[config.mk]
export PLATFORM = sky130hd
export DESIGN_NAME = fpu_tile_arbiter
export DESIGN_NICKNAME = d
export VERILOG_FILES = /design/src/rtl/fpu_tile_pkg.sv /design/src/rtl/rr_arbiter_2.sv /design/src/rtl/fpu_tile_arbiter.sv
export SDC_FILE = /design/constraint.sdc
export NUM_CORES = 1
export LEC_CHECK = 0
export CELL_PAD_IN_SITES_DETAIL_PLACEMENT = 2
export CELL_PAD_IN_SITES_GLOBAL_PLACEMENT = 2
export CORE_MARGIN = 4
export CORE_UTILIZATION = 20
export DETAILED_ROUTE_END_ITERATION = 10
export GPL_TIMING_DRIVEN = 1
export PLACE_DENSITY = 0.87
export SYNTH_ARGS = -nofsm -noshare
export SYNTH_HDL_FRONTEND = slang
export SYNTH_HIERARCHICAL = 1
export SYNTH_SLANG_ARGS = --single-unit
[constraint.sdc]
create_clock -name clk -period 2.3 [get_ports clk]
set_input_delay 0.575 -clock clk [delete_from_list [all_inputs] [get_ports clk]]
set_output_delay 0.575 -clock clk [all_outputs]
set_load 0.02 [all_outputs]
[src/rtl/fpu_tile_pkg.sv]
`default_nettype none
// ---------------------------------------------------------------------------
// fpu_tile_pkg : FSM encoding and tile CSR command words shared by the arbiter
// Revision     : 1.0
// ---------------------------------------------------------------------------
package fpu_tile_pkg;

  typedef enum logic [1:0] {
    ST_IDLE  = 2'd0,
    ST_ISSUE = 2'd1,
    ST_WAIT  = 2'd2,
    ST_RESP  = 2'd3
  } state_t;

  localparam int          CSR_START_BIT = 15;
  localparam int          CSR_SUB_BIT   = 4;
  localparam logic [15:0] CSR_ADD_CMD   = 16'(1 << CSR_START_BIT);
  localparam logic [15:0] CSR_SUB_CMD   = CSR_ADD_CMD | 16'(1 << CSR_SUB_BIT);

endpackage
`default_nettype wire

[src/rtl/rr_arbiter_2.sv]
`default_nettype none
// ---------------------------------------------------------------------------
// rr_arbiter_2 : two-way round-robin grant; pointer remembers the last winner
// Revision     : 1.0
// ---------------------------------------------------------------------------
module rr_arbiter_2 (
  input  logic       clk,
  input  logic       arst_n,
  input  logic [1:0] valid,
  input  logic       advance,
  output logic [1:0] grant
);

  logic last;

  // On a tie the requester that did not win last time is favoured.
  always_comb begin
    grant = valid;
    if (valid == 2'b11) begin
      grant = last ? 2'b01 : 2'b10;
    end
  end

  always_ff @(posedge clk or negedge arst_n) begin
    if (!arst_n) begin
      last <= 1'b1;
    end else if (advance) begin
      last <= grant[1];
    end
  end

endmodule
`default_nettype wire

[src/rtl/fpu_tile_arbiter.sv]
`default_nettype none
// ---------------------------------------------------------------------------
// fpu_tile_arbiter : shares one FPU tile between two requesters, one op in flight
// Revision         : 1.0
// ---------------------------------------------------------------------------
module fpu_tile_arbiter
  import fpu_tile_pkg::*;
#(
  parameter int REG_WIDTH      = 32,
  parameter int CSR_WIDTH      = 16,
  parameter int TIMEOUT_CYCLES = 64
) (
  input  logic                      clk,
  input  logic                      arst_n,
  input  logic [1:0]                req_valid,
  output logic [1:0]                req_ready,
  input  logic [1:0][REG_WIDTH-1:0] req_op_a,
  input  logic [1:0][REG_WIDTH-1:0] req_op_b,
  input  logic [1:0]                req_sub,
  output logic                      rsp_valid,
  input  logic                      rsp_ready,
  output logic                      rsp_id,
  output logic [REG_WIDTH-1:0]      rsp_result,
  output logic [CSR_WIDTH-1:0]      rsp_status,
  output logic                      rsp_timeout,
  output logic [REG_WIDTH-1:0]      data_reg_a,
  output logic [REG_WIDTH-1:0]      data_reg_b,
  output logic [CSR_WIDTH-1:0]      csr_in,
  output logic                      csr_in_re,
  input  logic [CSR_WIDTH-1:0]      csr_out,
  input  logic                      csr_out_we,
  input  logic [REG_WIDTH-1:0]      data_reg_c
);

  localparam int               CNT_W    = $clog2(TIMEOUT_CYCLES) + 1;
  localparam logic [CNT_W-1:0] CNT_LAST = CNT_W'(TIMEOUT_CYCLES - 1);

  state_t           state;
  logic             started;
  logic             cur_id;
  logic [CNT_W-1:0] cnt;
  logic [CNT_W-1:0] cnt_nxt;
  logic [1:0]       grant;
  logic             handshake;
  logic             gid;

  rr_arbiter_2 u_arb (
    .clk     (clk),
    .arst_n  (arst_n),
    .valid   (req_valid),
    .advance (handshake),
    .grant   (grant)
  );

  // started keeps req_ready low until the first edge after reset release.
  assign req_ready = (started && state == ST_IDLE) ? grant : 2'b00;
  assign handshake = |(req_valid & req_ready);
  assign gid       = grant[1];
  assign cnt_nxt   = cnt + 1'b1;

  always_ff @(posedge clk or negedge arst_n) begin
    if (!arst_n) begin
      state       <= ST_IDLE;
      started     <= 1'b0;
      cur_id      <= 1'b0;
      cnt         <= '0;
      rsp_valid   <= 1'b0;
      rsp_id      <= 1'b0;
      rsp_result  <= '0;
      rsp_status  <= '0;
      rsp_timeout <= 1'b0;
      data_reg_a  <= '0;
      data_reg_b  <= '0;
      csr_in      <= '0;
      csr_in_re   <= 1'b0;
    end else begin
      started <= 1'b1;
      case (state)
        ST_IDLE: begin
          // Operands go straight into the tile-facing registers, which then hold them.
          if (handshake) begin
            cur_id     <= gid;
            data_reg_a <= req_op_a[gid];
            data_reg_b <= req_op_b[gid];
            csr_in     <= CSR_WIDTH'(req_sub[gid] ? CSR_SUB_CMD : CSR_ADD_CMD);
            csr_in_re  <= 1'b1;
            state      <= ST_ISSUE;
          end
        end
        ST_ISSUE: begin
          csr_in    <= '0;
          csr_in_re <= 1'b0;
          cnt       <= '0;
          state     <= ST_WAIT;
        end
        ST_WAIT: begin
          cnt <= cnt_nxt;
          // A tile result arriving in the timeout cycle still takes priority.
          if (csr_out_we) begin
            rsp_result  <= data_reg_c;
            rsp_status  <= csr_out;
            rsp_timeout <= 1'b0;
            rsp_id      <= cur_id;
            rsp_valid   <= 1'b1;
            state       <= ST_RESP;
          end else if (cnt_nxt == CNT_LAST) begin
            rsp_result  <= '0;
            rsp_status  <= '0;
            rsp_timeout <= 1'b1;
            rsp_id      <= cur_id;
            rsp_valid   <= 1'b1;
            state       <= ST_RESP;
          end
        end
        ST_RESP: begin
          if (rsp_ready) begin
            rsp_valid <= 1'b0;
            state     <= ST_IDLE;
          end
        end
        default: state <= ST_IDLE;
      endcase
    end
  end

endmodule
`default_nettype wire

==> After elaboration in Yosys (flattened, before gate mapping) <==
Cells that the tools add are included.
{ "op_classes": {"n_addsub": 1, "n_lt_le_gt_ge": 1, "n_eq_ne": 8, "muxes": 31, "n_bitwise": 1, "reduce_logical": 12} }
{ "op_table": {"columns": ["cell", "n"], "rows": [
  ["$mux 32", 6],
  ["$mux 16", 3],
  ["$pmux 16 s2", 1],
  ["$mux 2", 7],
  ["$pmux 7 s2", 1],
  ["$mux 1", 9],
  ["$pmux 2 s4", 1],
  ["$reduce_bool 2->1", 4],
  ["$add 7x1->7 const B", 1],
  ["$eq 7x6->1 const B", 1],
  ["$eq 2x2->1 const B", 3],
  ["$reduce_and 2->1", 3],
  ["$reduce_and 3->1", 2],
  ["$mux 5", 1],
  ["$ne 2x2->1 const B", 2],
  ["$pmux 1 s2", 2],
  ["$ne 3x3->1 const B", 1],
  ["$and 2x2->2", 1],
  ["$eq 2x1->1 const B", 1],
  ["$logic_not 2->1", 1],
  ["$lt 1x2->1 const B", 1],
  ["$reduce_or 2->1", 1],
  ["$logic_and 1x1->1", 1]
]} }
{ "word_totals": {"ff_bits": 144, "input_bits": 184, "out_inout_bits": 134, "word_cells": 68} }

==> Logic depth before layout (Yosys ltp) <==
Gate-level depths: netlist (run 1).
{ "depth": {"depth_word": 7, "mapped_depth": 9, "depth_no_buf": 7} }

==> By module <==
Netlist (run 1), hierarchy kept.
{ "modules_own_cells": {"columns": ["mod", "instances", "cells_each", "area_each_um2", "seq_area_each_um2"], "rows": [
  ["fpu_tile_arbiter", 1, 514, 5745.5, 3203.1],
  ["rr_arbiter_2", 1, 5, 63.8, 26.3]
]} }

==> Worst setup path before layout (run 1) <==
Ideal clock, no wire load.
{ "synth_timing": {"kind": "input to output", "start": "input req_valid[1]", "end": "output req_ready[1]", "arrival_time_ns": 1.840, "required_ns": 1.725, "setup_slack_ns": -0.115, "stages": 5, "path_buffers": 3, "cell_sequence": "a21boi_2 -> buf_2 -> buf_2 -> buf_1 -> and3_1"} }
{ "synth_between": {"elab_chain_cells": 3} }
{ "synth_lines": {"columns": ["item", "line", "rtl"], "rows": [
  ["from (decl)", "fpu_tile_arbiter.sv:15", "input logic [1:0] req_valid,"],
  ["$eq 2x2->1", "rr_arbiter_2.sv:19", "if (valid == 2'b11) begin"],
  ["$mux 2 *", "rr_arbiter_2.sv:19", null],
  ["$mux 2 *", "fpu_tile_arbiter.sv:56", "assign req_ready = (started && state == ST_IDLE) ? grant : 2'b00;"],
  ["to (decl)", "fpu_tile_arbiter.sv:16", "output logic [1:0] req_ready,"]
]} }
Mark *: on every way between the ends. The rest lies on a longest branch, timed or not.

==> Worst setup path in the final report (run 1) <==
{ "layout_timing": {"start": "input req_valid[0]", "end": "output req_ready[1]"} }
{ "layout_between": {"elab_chain_cells": 3} }
{ "layout_lines": {"columns": ["item", "line", "rtl"], "rows": [
  ["$eq 2x2->1", "rr_arbiter_2.sv:19", null],
  ["$mux 2", "rr_arbiter_2.sv:19", null],
  ["via grant[1]", "fpu_tile_arbiter.sv:43", "logic [1:0] grant;"],
  ["$mux 2", "fpu_tile_arbiter.sv:56", null]
]} }
The timed path passes the listed nets, and every way through them passes these cells.

==> summary.txt, run 1 <==
CLOCKING
----------------------------------------------------------------------------------------
Post-CTS Repair Setup Buffers                                                          0
Clock latency on the worst-skew pair                                             0.42 ns
CTS clk-pin slew, worst paths                                                    0.07 ns
PostCTS Resize Cnt                                                                    10
Master cell of the clock root buffer                                        sky130_fd_sc_hd__clkbuf_16
TritonCTS clock tree                                                                done
Total clock buffers created by CTS                                                    17
Clock buffer depth                                                                     2
Number of clock sinks                                                                129
Post-CTS Hold Fix Bufs                                                                 0
Number of H-tree levels                                                                4

WORST SETUP PATH
----------------------------------------------------------------------------------------
WP depth                                                                               5
Worst-path cell with the longest stage delay                                sky130_fd_sc_hd__clkdlybuf4s50_1
Data arrival, critical path                                                      1.66 ns
Sort of element at the start of the critical path                           primary input
Critical path required time                                                      1.73 ns
Delay-heaviest family, CP                                                   buffers and inverters
Biggest cell delay along the critical path                                       0.46 ns
Sequence of cells on the critical path                                      clkdlybuf4s50_1 > buf_4 > a21boi_4 > and3_1 > buf_2
Worst setup path startpoint                                                 req_valid[0]
Maximum fanout count along the critical path                                           2
Crit Path Class                                                                   in2out
Logic depth of the worst register-to-register path                                     7
Worst-case register-to-register setup slack                                      0.27 ns
Sum of buffers and inverters on the critical path                                      3
Worst Setup EP                                                              req_ready[1]
Worst r2r dst                                                               rsp_status[12]
Source of the worst register-to-register timing path                              cnt[1]
Element type at the critical path end                                        output port

POWER AND IR DROP
----------------------------------------------------------------------------------------
Worst vdd rail ir drop                                                         0.6083 mV
Power density cells                                                         1309 nW/um^2
Static leakage                                                               0.004249 uW

GLOBAL ROUTING
----------------------------------------------------------------------------------------
Pin count of the biggest net entering global routing                                  77
Number of global-route vias before repair                                           6057
Antenna violations before repair                                                       0
Grt total ovfl                                                                         0
Global Route Usage Sum                                                            13.96%
Global-route wire length before repair                                          34560 um

WORST HOLD PATH
----------------------------------------------------------------------------------------
Class of the tightest hold or removal check                                     in2async

TIMING
----------------------------------------------------------------------------------------
Headroom to the max-slew limit                                                    59.17%
Max Slew Vio Count                                                                     0
Unrepaired setup endpoints after global routing                                       no
Maximum achievable frequency                                                  0.4481 GHz
Minimum clock period                                                            2.232 ns
Slew at the pin closest to its max-slew limit                                  0.6125 ns
Portion of the clock cycle consumed by the worst path in the final layout         97.04%
Number of failing hold endpoints at the final stage                                    0
Final worst slack                                                             0.06815 ns
Clock tree skew after final layout                                            0.01493 ns
Final setup violation count                                                            0

SYNTH
----------------------------------------------------------------------------------------
Flop and latch count out of synthesis                                                129
Netlist Area Pre-Place                                                        5809 sq um
Number of library cell types mapped by synthesis                                      47
Fraction of post-synthesis cell area in the top cell type by area                 55.14%
Count of synthesis-stage warnings from yosys                                           6
Library cell occupying the most area in the post-synthesis netlist          sky130_fd_sc_hd__dfrtp_1
Leading cell types by total area after synthesis                            sky130_fd_sc_hd__dfrtp_1 (55%), sky130_fd_sc_hd__mux2i_1 (12%), sky130_fd_sc_hd__a22o_1 (7.4%)
Most used DFF post-synth                                                    sky130_fd_sc_hd__dfrtp_1
Gate count after technology mapping                                                  519
Async S/R FF share, synth                                                         100.0%
Sequential cell area fraction in the yosys report                                 55.59%
Per-instance average area after synthesis                                    11.19 sq um
Count of flip-flops with a built-in enable after synthesis                             0

ROUTING
----------------------------------------------------------------------------------------
Drt total wl                                                                    23100 um
First drt pass iteration count                                                         4
Total via count after detailed routing                                              5317
Via-to-Cell Ratio                                                                  4.351
Initial drt markers                                                                  226
Routed wire length per instance                                                 18.91 um
Number of nets still failing antenna checks after routing                              0
Post-route DRC                                                                         0

RUN STATUS
----------------------------------------------------------------------------------------
Status                                                                      complete, no violations

DIE
----------------------------------------------------------------------------------------
Site row count                                                                        62
Placeable core area                                                          28700 sq um
IO Count                                                                             318
Starting density of the core                                                      20.24%
Die span in x                                                                   178.4 um
Die area                                                                     31840 sq um
Die Span Y                                                                      178.4 um

PLACEMENT
----------------------------------------------------------------------------------------
Worst slack at placement                                                      -0.4587 ns
Total half-perimeter wirelength after legalization and detailed placement       17810 um
Cell area after placement                                                     9355 sq um
Port Buffer Count                                                                    303
Total instance count after detailed placement                                       1190
Global placement routability congestion                                           0.7287

FINISH
----------------------------------------------------------------------------------------
Layout Cell Area excl Fill                                                    9926 sq um
Core utilization of the finished layout                                           34.58%
Net count of the finished layout                                                    1016
Fraction of final layout cells with drive strength greater than 1                 8.473%
Synth-to-layout area growth                                                       70.86%
Final Instance Count excl. Fillers                                                  1222
Antenna Cells                                                                          0

RUN
----------------------------------------------------------------------------------------
Max-capacitance violation count                                                        0

[per-layer routing]
metal / share of wire, % / vias to the layer above / wire, um / GRT usage (%)
met5: 0 / - / 0 / 0
met4: 1.5 / 0 / 338 / 3.838
met3: 9.5 / 18 / 2203 / 5.256
met2: 49 / 231 / 11420 / 24.36
met1: 40 / 2632 / 9137 / 16.01
li1: - / 2436 / - / -
[Yosys cell counts, types with 2 or more instances]
library cell / count
sky130_fd_sc_hd__a21boi_0: 3
sky130_fd_sc_hd__a22o_1: 49
sky130_fd_sc_hd__nand3_1: 5
sky130_fd_sc_hd__buf_4: 16
sky130_fd_sc_hd__nand3b_1: 2
sky130_fd_sc_hd__mux2i_1: 67
sky130_fd_sc_hd__o211ai_2: 2
sky130_fd_sc_hd__nor2_1: 70
sky130_fd_sc_hd__a21oi_1: 68
sky130_fd_sc_hd__and3_1: 3
sky130_fd_sc_hd__buf_2: 13
sky130_fd_sc_hd__nor2b_1: 5
sky130_fd_sc_hd__nand4_1: 2
sky130_fd_sc_hd__buf_6: 2
sky130_fd_sc_hd__o21ai_0: 5
sky130_fd_sc_hd__o21a_1: 2
sky130_fd_sc_hd__dfrtp_1: 128
sky130_fd_sc_hd__mux2_2: 2
sky130_fd_sc_hd__buf_1: 3
sky130_fd_sc_hd__inv_1: 11
sky130_fd_sc_hd__nand2_1: 11
sky130_fd_sc_hd__ha_1: 7
sky130_fd_sc_hd__o22ai_1: 2
sky130_fd_sc_hd__clkbuf_1: 17
sky130_fd_sc_hd__conb_1: 2
[registers in the layout, indices dropped and copies added, names as in the netlist]
signal	count
cur_id	1
rsp_valid	1
rsp_result	32
u_arb/last	1
state	2
rsp_id	1
data_reg_b	32
rsp_timeout	1
started	1
rsp_status	16
csr_in	2
cnt	7
data_reg_a	32
[layout by cell type, fill, tap and decap left out, types with 6 or more instances in the layout]
cell / n
sky130_fd_sc_hd__a21oi_1: 67
sky130_fd_sc_hd__clkbuf_16: 17
sky130_fd_sc_hd__buf_12: 6
sky130_fd_sc_hd__clkdlybuf4s50_1: 300
sky130_fd_sc_hd__a22o_1: 49
sky130_fd_sc_hd__dfrtp_1: 128
sky130_fd_sc_hd__ha_1: 7
sky130_fd_sc_hd__buf_4: 16
sky130_fd_sc_hd__nor2_1: 69
sky130_fd_sc_hd__mux2i_1: 67
sky130_fd_sc_hd__inv_1: 11
sky130_fd_sc_hd__nand2_1: 11
sky130_fd_sc_hd__conb_1: 15
[power breakdown]
part	leakage, uW	switching [uW]	internal [uW]
Combinational	0.00248	3220	3080
Clock	0.000273	1110	1530
Sequential	0.00150	685	3360
[stage by stage]
step | hold WS (ns) | power (uW) | setup TNS, ns
after floorplan | 0.2794 | 7047 | 0
after global placement | 0.4808 | 10170 | -15.99
after detailed placement | 0.4814 | 10490 | -22.02
after CTS | 0.1557 | 13240 | 0
after global routing | 0.1762 | 13850 | 0
final | 0.1449 | 12990 | 0
[area by class of cell]
type                    instances  area [sq um]
clock buffers                  18         439.2
clock inverters                14         128.9
fillers                      3067         18780
inverters                      11         41.29
multi-input cells             341          2342
flip-flops and latches        129          3229
well taps                     384         480.5
repair buffers                325          3264
[cells by family after synthesis]
group | share of synthesized area (%)
AO/OA/AOI/OAI | 16.99
flip-flops | 55.59
AND/OR/NAND/NOR | 7.818
multiplexers | 12.38
buffers and inverters | 5.578
adder cells (fa/ha/maj) | 1.508
other | 0.1293
[worst min-delay path by stage]
stage                         from             end  slack (ns)  depth (start not counted)
floorplan                   arst_n          cnt[0]        0.28                          0
global placement    rsp_result[13]  rsp_result[13]        0.48                          1
detailed placement  rsp_result[11]  rsp_result[11]        0.48                          1
CTS                         arst_n  data_reg_b[31]        0.16                          1
global route                arst_n  data_reg_b[31]        0.18                          1
finish                      arst_n  data_reg_b[31]        0.14                          1
Note: power is estimated with default switching activity, not from simulation.
==> inputs of run 2 (changes only) <==
- CORE_UTILIZATION: 20 -> 21
- PLACE_DENSITY: 0.87 -> 0.89
- SYNTH_HIERARCHICAL: 1 -> default
==> run 2 against run 1 <==
Worst setup slack lost 0.044 ns. First-iteration DRC count fell by 5.8%. Routed wire length is 13% higher. Sequential power is 3% lower. Critical path depth rose by 3. Count of clock-buffer cells in the layout unchanged. Clock skew grew 0.00064 ns. Synthesized cell count rose by 12%. Via count is 11% higher. Design area is 7.0% higher. Sequential share of layout area down 2.1 points. Global-route usage up 1.4 points. Critical path type is now reg2reg.
==> summary.txt, run 2 <==
CLOCKING
----------------------------------------------------------------------------------------
CTS clk-pin slew, worst paths                                                    0.07 ns
Total clock buffers created by CTS                                                    17
Clock latency on the worst-skew pair                                             0.43 ns
TritonCTS clock tree                                                                done
Number of H-tree levels                                                                4
Master cell of the clock root buffer                                        sky130_fd_sc_hd__clkbuf_16
Number of clock sinks                                                                129
Clock buffer depth                                                                     2

DIE
----------------------------------------------------------------------------------------
Die span in x                                                                   179.9 um
Die area                                                                     32370 sq um
Site row count                                                                        62
IO Count                                                                             318
Die Span Y                                                                      179.9 um
Placeable core area                                                          28940 sq um
Starting density of the core                                                      21.45%

FINISH
----------------------------------------------------------------------------------------
Most common cell after layout, fill and taps aside                          sky130_fd_sc_hd__clkdlybuf4s50_1
Multi-input combinational cell area                                           2750 sq um
Area taken by flip-flops and latches                                          3231 sq um
Highest-count cells in the layout ignoring fill and taps                    sky130_fd_sc_hd__clkdlybuf4s50_1 (299), sky130_fd_sc_hd__dfrtp_1 (127), sky130_fd_sc_hd__nand2_1 (83)
Synth-to-layout area growth                                                       71.03%
Regs by FF count                                                            data_reg_a: 32 flops, data_reg_b: 32 flops, rsp_result: 32 flops
Fraction of final layout cells with drive strength greater than 1                 12.05%
Antenna Cells                                                                          0
Net count of the finished layout                                                    1099
Core utilization of the finished layout                                           36.69%
Layout Cell Area excl Fill                                                   10620 sq um
Fillers                                                                             3043

WORST SETUP PATH
----------------------------------------------------------------------------------------
Sort of element at the start of the critical path                                   flop
Source of the worst register-to-register timing path                              cnt[1]
Biggest cell delay along the critical path                                       0.43 ns
Sequence of cells on the critical path                                      ha_2 > nand2b_4 > or3b_4 > a31oi_4 > a21oi_4 > buf_4 > clkbuf_16 > a221o_1
Delay-heaviest family, CP                                                   compound AO/OA/AOI/OAI gates
Maximum fanout count along the critical path                                          15
Sum of buffers and inverters on the critical path                                      2
Critical path required time                                                      2.60 ns
Crit Path Class                                                                  reg2reg
Data arrival, critical path                                                      2.58 ns
Worst setup path startpoint                                                       cnt[1]
Worst-path cell with the longest stage delay                                sky130_fd_sc_hd__dfrtp_2
Element type at the critical path end                                               flop

SYNTH
----------------------------------------------------------------------------------------
Gate count after technology mapping                                                  579
Sequential cell area fraction in the yosys report                                 52.03%
Per-instance average area after synthesis                                    10.72 sq um
Number of library cell types mapped by synthesis                                      47
Post-synth top cells                                                        sky130_fd_sc_hd__dfrtp_1 (128), sky130_fd_sc_hd__nand2_1 (84), sky130_fd_sc_hd__o21ai_0 (74)
Library cell occupying the most area in the post-synthesis netlist          sky130_fd_sc_hd__dfrtp_1
Netlist Area Pre-Place                                                        6207 sq um
Count of synthesis-stage warnings from yosys                                           0
Async S/R FF share, synth                                                         100.0%
Count of flip-flops with a built-in enable after synthesis                             0
Leading cell types by total area after synthesis                            sky130_fd_sc_hd__dfrtp_1 (52%), sky130_fd_sc_hd__mux2i_1 (11%), sky130_fd_sc_hd__a221o_1 (7.7%)
Fraction of post-synthesis cell area in the top cell type by area                 51.60%
Flop and latch count out of synthesis                                                129
Most used DFF post-synth                                                    sky130_fd_sc_hd__dfrtp_1
Cell with the most instances after synthesis                                sky130_fd_sc_hd__dfrtp_1

TIMING
----------------------------------------------------------------------------------------
Total Negative Setup Slacks                                                         0 ns
Unrepaired setup endpoints after global routing                                      yes
Portion of the clock cycle consumed by the worst path in the final layout         98.97%
Maximum achievable frequency                                                  0.4393 GHz
Clock tree skew after final layout                                            0.01557 ns
Number of failing hold endpoints at the final stage                                    0
Final setup violation count                                                            0
Minimum clock period                                                            2.276 ns
Final Hold Slack                                                              0.07308 ns
Max Slew Vio Count                                                                     0

GLOBAL ROUTING
----------------------------------------------------------------------------------------
Global Route Usage Sum                                                            15.33%
Pin count of the biggest net entering global routing                                  48
Global-route wire length before repair                                          39600 um
Number of global-route vias before repair                                           6595
Grt total ovfl                                                                         0
Antenna violations before repair                                                       1

PLACEMENT
----------------------------------------------------------------------------------------
Cell area after placement                                                     9894 sq um
Port Buffer Count                                                                    303
Global placement routability congestion                                           0.8676
Total half-perimeter wirelength after legalization and detailed placement       19430 um

ROUTING
----------------------------------------------------------------------------------------
Drt total wl                                                                    26000 um
Initial drt markers                                                                  213
Total via count after detailed routing                                              5917
Post-route DRC                                                                         0
First drt pass iteration count                                                         4
Routed wire length per instance                                                 19.92 um
Number of nets still failing antenna checks after routing                              0
Via-to-Cell Ratio                                                                  4.534

POWER AND IR DROP
----------------------------------------------------------------------------------------
Static leakage                                                               0.004399 uW
Power density cells                                                         1231 nW/um^2
Worst vdd rail ir drop                                                         0.4985 mV

RUN
----------------------------------------------------------------------------------------
Max-capacitance violation count                                                        0

WORST HOLD PATH
----------------------------------------------------------------------------------------
Class of the tightest hold or removal check                                     in2async

RUN STATUS
----------------------------------------------------------------------------------------
Status                                                                      complete, no violations

[run 2: power breakdown]
part | internal [uW] | switching, uW
registers | 3250 | 692
logic | 3190 | 3370
clock network | 1400 | 1180
[run 2: area by class of cell]
type / instances / share of cell area, %
Sequential cell: 129 / 30.43
Clock inverter: 14 / 1.025
Timing Repair Buffer: 352 / 33.72
Multi-Input combinational cell: 398 / 25.90
Clock buffer: 18 / 4.042
Inverter: 10 / 0.3536
Tap cell: 384 / 4.526
[run 2: kinds of logic (layout without fill, tap and decap cells)]
family / after synthesis / in the layout / synth area share [%]
AOI/OAI and AO/OA: 151 / 151 / 17.40
adders and majority gates: 7 / 7 / 1.411
buffers and inverters: 65 / 394 / 5.563
DFF: 129 / 129 / 52.03
muxes: 66 / 66 / 10.64
other: 2 / 15 / 0.1210
and+or+nand+nor: 159 / 159 / 12.84
[run 2: worst paths after layout]
kind                                        to  slack, ns  cells past startpoint
worst max register to register  rsp_result[28]       0.02                      8
min in group clk                data_reg_a[29]       0.48                      2
worst min register to register  data_reg_a[29]       0.48                      2
max in group asynchronous       data_reg_a[11]       1.58                      2
worst min-delay path            data_reg_b[12]       0.07                      1
worst max-delay path            rsp_result[28]       0.02                      8
[run 2: worst reg2reg max path, cell delays in order (launching register included)]
cell and delay (ns):
sky130_fd_sc_hd__dfrtp_2 0.43, sky130_fd_sc_hd__ha_2 0.20, sky130_fd_sc_hd__nand2b_4 0.14, sky130_fd_sc_hd__or3b_4 0.43, sky130_fd_sc_hd__a31oi_4 0.23, sky130_fd_sc_hd__a21oi_4 0.09, sky130_fd_sc_hd__buf_4 0.16, sky130_fd_sc_hd__clkbuf_16 0.17
sky130_fd_sc_hd__a221o_1 0.31
[run 2: routing by layer]
layer	global-route usage (%)	vias to the layer above	routed length, um
met1	17.59	2971	10230
met3	5.376	22	1865
met4	3.078	2	312
li1	-	2700	-
met2	27.67	222	13570
met5	0	-	20
[run 2: timing repair]
action / 4_1_cts / 5_1_grt
pin swaps: 0 / 5
gates resized for setup: 13 / 11
setup endpoints to repair: 23 / 50
hold buffers: 0 / 0
gates cloned: 0 / 2
setup buffers: 0 / 11
[run 2: per-stage QoR]
stage | worst slack, ns | total power [uW] | instances
floorplan | 0.1538 | 7055 | 592
global placement | -0.2853 | 10130 | 1260
detailed placement | -0.3233 | 10490 | 1260
CTS | 0.006284 | 13200 | 1292
global route | -0.05806 | 13900 | 1305
finish | 0.02376 | 13070 | 1305
